--- src/rtl/uart_tx_pkg.sv ---
// uart_tx_pkg: select and state encodings shared by the UART transmit controller and shift register
package uart_tx_pkg;
  localparam logic [1:0] SEL_CLEAR = 2'b00;
  localparam logic [1:0] SEL_SHIFT = 2'b01;
  localparam logic [1:0] SEL_LOAD  = 2'b10;
  typedef enum logic [1:0] {
    ST_IDLE  = 2'b00,
    ST_LOAD  = 2'b01,
    ST_SHIFT = 2'b10
  } state_e;
endpackage

--- src/rtl/uart_tx_rr_arb2.sv ---
// uart_tx_rr_arb2: combinational two-way round-robin arbiter
module uart_tx_rr_arb2 (
  input  logic [1:0] valid,
  input  logic       last_grant,
  input  logic       enable,
  output logic [1:0] grant,
  output logic       grant_idx
);
  always_comb begin
    grant_idx = (valid == 2'b11) ? ~last_grant : valid[1];
    grant     = (enable && |valid) ? (grant_idx ? 2'b10 : 2'b01) : 2'b00;
  end
endmodule

--- src/rtl/uart_tx_ctrl.sv ---
// uart_tx_ctrl: frame sequencer and round-robin byte acceptor driving the UART transmit shift register
module uart_tx_ctrl
  import uart_tx_pkg::*;
#(
  parameter int WORD_SIZE = 8,
  parameter int CNT_W     = $clog2(WORD_SIZE + 1)
) (
  input  logic                 clk,
  input  logic                 reset_b,
  input  logic                 tx_en_i,
  input  logic [1:0]           req_valid_i,
  input  logic [WORD_SIZE-1:0] req_data0_i,
  input  logic [WORD_SIZE-1:0] req_data1_i,
  output logic [1:0]           req_ready_o,
  output logic [1:0]           tx_sel_o,
  output logic [WORD_SIZE-1:0] tx_data_o,
  output logic                 busy_o,
  output logic                 last_shift_o,
  output logic                 grant_id_o
);
  state_e               state_q, state_d;
  logic [CNT_W-1:0]     bit_cnt_q, bit_cnt_d;
  logic [WORD_SIZE-1:0] tx_data_q, tx_data_d;
  logic                 grant_id_q, grant_id_d;
  logic                 last_grant_q, last_grant_d;
  logic                 last_bit, window, grant_idx, granted;
  logic [1:0]           grant;

  // The final SHIFT cycle doubles as the accept slot so frames run gapless
  assign last_bit = (state_q == ST_SHIFT) && (bit_cnt_q == CNT_W'(WORD_SIZE));
  assign window   = tx_en_i && ((state_q == ST_IDLE) || last_bit);
  assign granted  = |grant;

  uart_tx_rr_arb2 u_arb (
    .valid      (req_valid_i),
    .last_grant (last_grant_q),
    .enable     (window),
    .grant      (grant),
    .grant_idx  (grant_idx)
  );

  always_comb begin
    state_d      = (state_q == ST_LOAD || (state_q == ST_SHIFT && !last_bit)) ? ST_SHIFT :
                   granted ? ST_LOAD : ST_IDLE;
    bit_cnt_d    = (state_q == ST_SHIFT && !last_bit) ? bit_cnt_q + CNT_W'(1) : '0;
    tx_data_d    = granted ? (grant_idx ? req_data1_i : req_data0_i) : tx_data_q;
    grant_id_d   = granted ? grant_idx : grant_id_q;
    last_grant_d = granted ? grant_idx : last_grant_q;
  end

  always_ff @(posedge clk or negedge reset_b) begin
    if (!reset_b) begin
      state_q      <= ST_IDLE;
      bit_cnt_q    <= '0;
      tx_data_q    <= '0;
      grant_id_q   <= 1'b0;
      last_grant_q <= 1'b1;
    end else begin
      state_q      <= state_d;
      bit_cnt_q    <= bit_cnt_d;
      tx_data_q    <= tx_data_d;
      grant_id_q   <= grant_id_d;
      last_grant_q <= last_grant_d;
    end
  end

  // Any state outside LOAD/SHIFT, including the unused encoding, selects CLEAR
  always_comb begin
    tx_sel_o     = (state_q == ST_SHIFT) ? SEL_SHIFT : (state_q == ST_LOAD) ? SEL_LOAD : SEL_CLEAR;
    busy_o       = (state_q == ST_SHIFT) || (state_q == ST_LOAD);
    last_shift_o = last_bit;
    req_ready_o  = grant;
    tx_data_o    = tx_data_q;
    grant_id_o   = grant_id_q;
  end
endmodule
--- config.mk ---
export PLATFORM = sky130hd
export DESIGN_NAME = uart_tx_ctrl
export DESIGN_NICKNAME = d
export VERILOG_FILES = /design/src/rtl/uart_tx_pkg.sv /design/src/rtl/uart_tx_rr_arb2.sv /design/src/rtl/uart_tx_ctrl.sv
export SDC_FILE = /design/constraint.sdc
export NUM_CORES = 1
export LEC_CHECK = 0
export BUFFER_PORTS_ARGS = -buffer_cell sky130_fd_sc_hd__buf_2
export CAP_MARGIN = 20
export CORE_ASPECT_RATIO = 1.2
export CORE_MARGIN = 8
export CORE_UTILIZATION = 46
export DETAILED_ROUTE_END_ITERATION = 12
export PLACE_DENSITY_LB_ADDON = 0.25
export SLEW_MARGIN = 10
export SYNTH_ARGS = -nofsm -noshare
export SYNTH_HDL_FRONTEND = slang
export SYNTH_SLANG_ARGS = --single-unit
--- constraint.sdc ---
create_clock -name clk -period 2.5 [get_ports clk]
set_clock_uncertainty 0.15 [all_clocks]
set_input_delay 0.25 -clock clk [delete_from_list [all_inputs] [get_ports clk]]
set_output_delay 0.25 -clock clk [all_outputs]
set_load 0.05 [all_outputs]
# ---- Word level (Yosys, flattened, before mapping)
# Cells that the tools add are included.
# W data, S select, Z words.
dict set report word_totals {
  elab_cells 31
  ff_bits 16
  out_inout_bits 15
  in_bits 21
}
dict set report classes {
  reduce_logical 11
  add_sub_neg 1
  n_eq_ne 4
  bitwise_logic 1
  mux 9
}
# operator n
set ops {}
lappend ops {{$mux W2} 5}
lappend ops {{$mux W8} 1}
lappend ops {{$add A4 B1 Y4 const B} 1}
lappend ops {{$eq A2 B2 Y1 const B} 2}
lappend ops {{$eq A4 B4 Y1 const B} 1}
lappend ops {{$logic_and A1 B1 Y1} 4}
lappend ops {{$mux W4} 1}
lappend ops {{$reduce_or A2 Y1} 2}
lappend ops {{$logic_or A1 B1 Y1} 3}
lappend ops {{$eq A2 B1 Y1 const B} 1}
lappend ops {{$logic_not A2 Y1} 1}
lappend ops {{$mux W1} 2}
lappend ops {{$logic_not A1 Y1} 1}
lappend ops {{$not A1 Y1} 1}

# ---- Longest topological paths before layout
dict set report depth {
  depth_word 9
  ltp_mapped 6
  mapped_depth_nobuf 5
}

# ---- Cells and area by module
# From an unflattened synthesis, not the netlist that was laid out.
dict set report hier_totals {
  hier_cells 76
  hier_area_um2 805.8
}
# module n_inst seq_area_each_um2 area_each_um2 cells_each
set modules_own_cells {}
lappend modules_own_cells {uart_tx_ctrl 1 401.6 775.7 71}
lappend modules_own_cells {uart_tx_rr_arb2 1 0.0 30.0 5}

# ---- Worst setup path before layout
# No wires, ideal clock.
dict set report synth_path {
  path_kind {register -> output}
  start {reg state_q[0]}
  end {out req_ready_o[0]}
  path_stages_with_launch 7
  path_slack_ps -628
  n_path_buf 1
  arrival_time_ps 2728
  required_ps 2100
  path_cell_list {dfrtp_1 -> inv_1 -> ha_1 -> and4b_1 -> o221a_4 -> buf_6 -> nor2b_1}
}
dict set report synth_via {
  elab_chain_len 6
}
# item line
set synth_lines {}
lappend synth_lines {{start, declared} uart_tx_ctrl.sv:21} ;# state_e state_q, state_d;
lappend synth_lines {{start signal, assigned} uart_tx_ctrl.sv:59} ;# state_q <= state_d;
lappend synth_lines {{$eq A2 B2 Y1} uart_tx_ctrl.sv:30} ;# assign last_bit = (state_q == ST_SHIFT) && (bit_cnt_q == CNT_W'(WORD_SIZE));
lappend synth_lines {{$logic_and A1 B1 Y1} uart_tx_ctrl.sv:30}
lappend synth_lines {{named net last_shift_o} uart_tx_ctrl.sv:18} ;# output logic last_shift_o,
lappend synth_lines {{$logic_or A1 B1 Y1} uart_tx_ctrl.sv:31} ;# assign window = tx_en_i && ((state_q == ST_IDLE) || last_bit);
lappend synth_lines {{$logic_and A1 B1 Y1} uart_tx_ctrl.sv:31}
lappend synth_lines {{$logic_and A1 B1 Y1} uart_tx_rr_arb2.sv:11} ;# grant = (enable && |valid) ? (grant_idx ? 2'b10 : 2'b01) : 2'b00;
lappend synth_lines {{$mux W2} uart_tx_rr_arb2.sv:11}
lappend synth_lines {{end, declared} uart_tx_ctrl.sv:14} ;# output logic [1:0] req_ready_o,
# The timed path passes the listed nets, and every way through them passes these cells.

# ---- Worst setup path in the final report
dict set report layout_path {
  start {reg state_q[0]}
  end {out req_ready_o[0]}
}
dict set report layout_via {
  elab_chain_len 6
}
# item line
set layout_lines {}
lappend layout_lines {{$eq A2 B2 Y1} uart_tx_ctrl.sv:30}
lappend layout_lines {{$logic_and A1 B1 Y1} uart_tx_ctrl.sv:30}
lappend layout_lines {{$logic_or A1 B1 Y1 *} uart_tx_ctrl.sv:31}
lappend layout_lines {{$logic_and A1 B1 Y1 *} uart_tx_ctrl.sv:31}
lappend layout_lines {{$logic_and A1 B1 Y1 *} uart_tx_rr_arb2.sv:11}
lappend layout_lines {{$mux W2 *} uart_tx_rr_arb2.sv:11}
# Mark *: on every way between the ends. The rest lies on a longest branch, timed or not.

==> metrics <==
XOR/XNOR share of the synthesized area=0.0208; PwrDens=around 1300 nW/um^2; RSZ-0062 raised after global routing=no; status=completed; CP Cell Sequence=inv_1, ha_2, and4b_2, o221a_4, nor2b_4, buf_2; hold crit path type=input pin to flip-flop; Synth cell types=21; worst slew pin tran=0.602 ns; total CTS buffers=3; worst skew pair latency=0.28 ns; Synth Area in Compound Gates=0.0386; Max FO, Critical Path=13; Ys Warns=0; Yosys top cell by area=dfrtp_1; final RePlAce weighted congestion=around 0.66; Clock transition at path regs=roughly 0.09 ns; placed insts=roughly 120; Post-Syn Area=around 840 sq um; post-route ant nets=0; Slowest-stage cell, CP=dfrtp_1; family with the most delay on the worst path=simple AND/OR/NAND/NOR gates; Remaining Overflow, GRT=0; initial antenna violation count=0; DR WL/cell=roughly 14 um; fin crit share=0.940; Critical Path Source Type=flip-flop; nets=about 130; slowest stage delay, CP=0.39 ns; layout cells sized above 1=0.634; Ports=36; max-slew violation total from the final report=0; Mapped Cells=62; count of state elements after synthesis=16; mux contribution to synthesized area=0.272; most common cell after layout, fill and taps aside=buf_2; fin crit period=around 2.3 ns; CP arrival=slightly below 2 ns; Synth area leaders=dfrtp_1 45%, mux2_2 15%, mux2_4 12%, ha_1 7.4%, dfstp_2 3.1%; fillers=roughly 150; via count=584; Simple-Gate Fraction of Synth Area=0.0728; Initial Util=0.471; Req. time, crit path=2.10 ns; most frequent cells in the layout=35 x buf_2, 15 x dfrtp_1, 11 x mux2_2, 7 x mux2_4, 5 x inv_1; Max Freq=426 MHz; maximum VDD drop=between 800 and 900 uV; crit end category=primary output; Seq/Total Area, Yosys=0.477; largest family of logic cells by synthesized area=multiplexers; first-pass GRT wire length=between 2 and 3 mm; share of the synthesized area in the top cell type=0.446; CTS Root Cell=clkbuf_4; gr usage total=0.105; Final HPWL DP=between 1 and 1.5 mm; clock sink count=16; number of cell rows=17; max_cap viols=0; P&R area growth vs syn=29.3%; slew margin rel.=0.594; die height=about 63 um; WP buf/inv=2; CTS H-tree lvls=1; die area=3460 sq um; vias in the first global route=660; pin count of the biggest net entering global routing=17; Starting DRT DRC Count=1; Final Hold Viols=0; buffers added on ports=35; footprint of the multi-input gates=between 400 and 500 sq um; # setup viols final=0; final cell count without fillers=120; CTS tree=done; vias per inst=~4.9; core area=roughly 1800 sq um; Power, Total=1.43 mW; drt pass-1 iters=2; sequential cell area=402 sq um; syn avg cell area=around 14 sq um; area share of fa/ha/maj cells after synthesis=0.0743; n_diodes=0; post-synth net total=roughly 90; die width=about 55 um; DRC Markers=0; Setup TNS=0 ns; final WL=between 1.5 and 2 mm; P_leak=0.564 nW; Crit Path Class=flip-flop to primary output; CTS max path bufs=2
worst paths after layout:
kind | cells after the start | start | slack, ns | endpoint
min reg2reg | 1 | bit_cnt_q[0] | 0.34 | bit_cnt_q[0]
max | 6 | state_q[0] | 0.15 | req_ready_o[0]
max reg2reg | 5 | state_q[0] | 0.63 | tx_data_o[3]
min | 3 | req_data0_i[4] | 0.17 | tx_data_o[4]
max in group asynchronous | 2 | reset_b | 1.64 | last_grant_q
min in group asynchronous | 2 | reset_b | 0.25 | tx_data_o[5]
metal layers:
layer / global-route usage / part of all wire / vias up / wire (um)
met4: 0.0452 / 0.0082 / 0 / 14
met5: 0 / 0 / - / 0
met1: 0.115 / 0.36 / 278 / 615
met2: 0.173 / 0.53 / 16 / 905
met3: 0.0357 / 0.10 / 2 / 174
li1: - / - / 288 / -
through the flow:
stage	hold slack, ns	utilization	cell area (sq um)	setup slack (ns)
5_1_grt	0.162	0.609	1090	0.0403
6_report	0.173	0.609	1090	0.151
3_5_place_dp	0.0353	0.583	1040	0.441
2_1_floorplan	-0.196	-	855	0.0942
3_3_place_gp	0.0300	0.583	1040	0.489
4_1_cts	0.165	0.609	1090	0.121
logic make-up (layout without fill, tap and decap cells):
logic type,count (synthesis),in the layout
simple gates,11,11
flops,16,16
mux,18,18
buf+inv,7,46
xor+xnor,2,2
compound gates,3,3
fa+ha+maj,5,5
cell type report:
type                    count  share of cell area
repair buffers             37               0.177
multi-input cells          39               0.382
flip-flops and latches     16               0.369
clock buffers               4              0.0333
well taps                  19              0.0218
inverters                   5              0.0172
what timing repair did:
action                                  in CTS  in global routing
hold buffers                                 1                  0
endpoints found under the setup margin       0                  0
setup buffers                                0                  0
gates resized for setup                      0                  0
endpoints found under the hold margin       15                  0
synth_stat cells:
cell type	count
inv_1	5
and2_1	1
a21boi_0	1
dfrtp_1	15
and4b_1	1
o221a_4	1
ha_1	5
and3b_1	1
nand2_1	1
o21ai_0	1
nand3_1	1
xnor2_1	1
xor2_1	1
buf_6	1
nor2b_1	1
mux2_2	11
nand2b_1	1
mux2_4	7
nor2_1	4
dfstp_2	1
buf_4	1
where the power goes:
group          switching (mW)  internal (mW)  leakage, nW
clock network          0.0779         0.0885       0.0210
registers              0.0606          0.376        0.197
logic                   0.555          0.277        0.346
flip-flops by register name (all words and copies together) (netlist names):
signal / count
state_q: 2
bit_cnt_q: 4
last_grant_q: 1
tx_data_o: 8
grant_id_o: 1
worst reg2reg max path, stage by stage (launching register included):
cell and delay (ns):
dfrtp_1 0.39, inv_1 0.09, ha_2 0.18, and4b_2 0.24
o221a_4 0.33, mux2_2 0.37
Power figures use the tool's default switching activity.
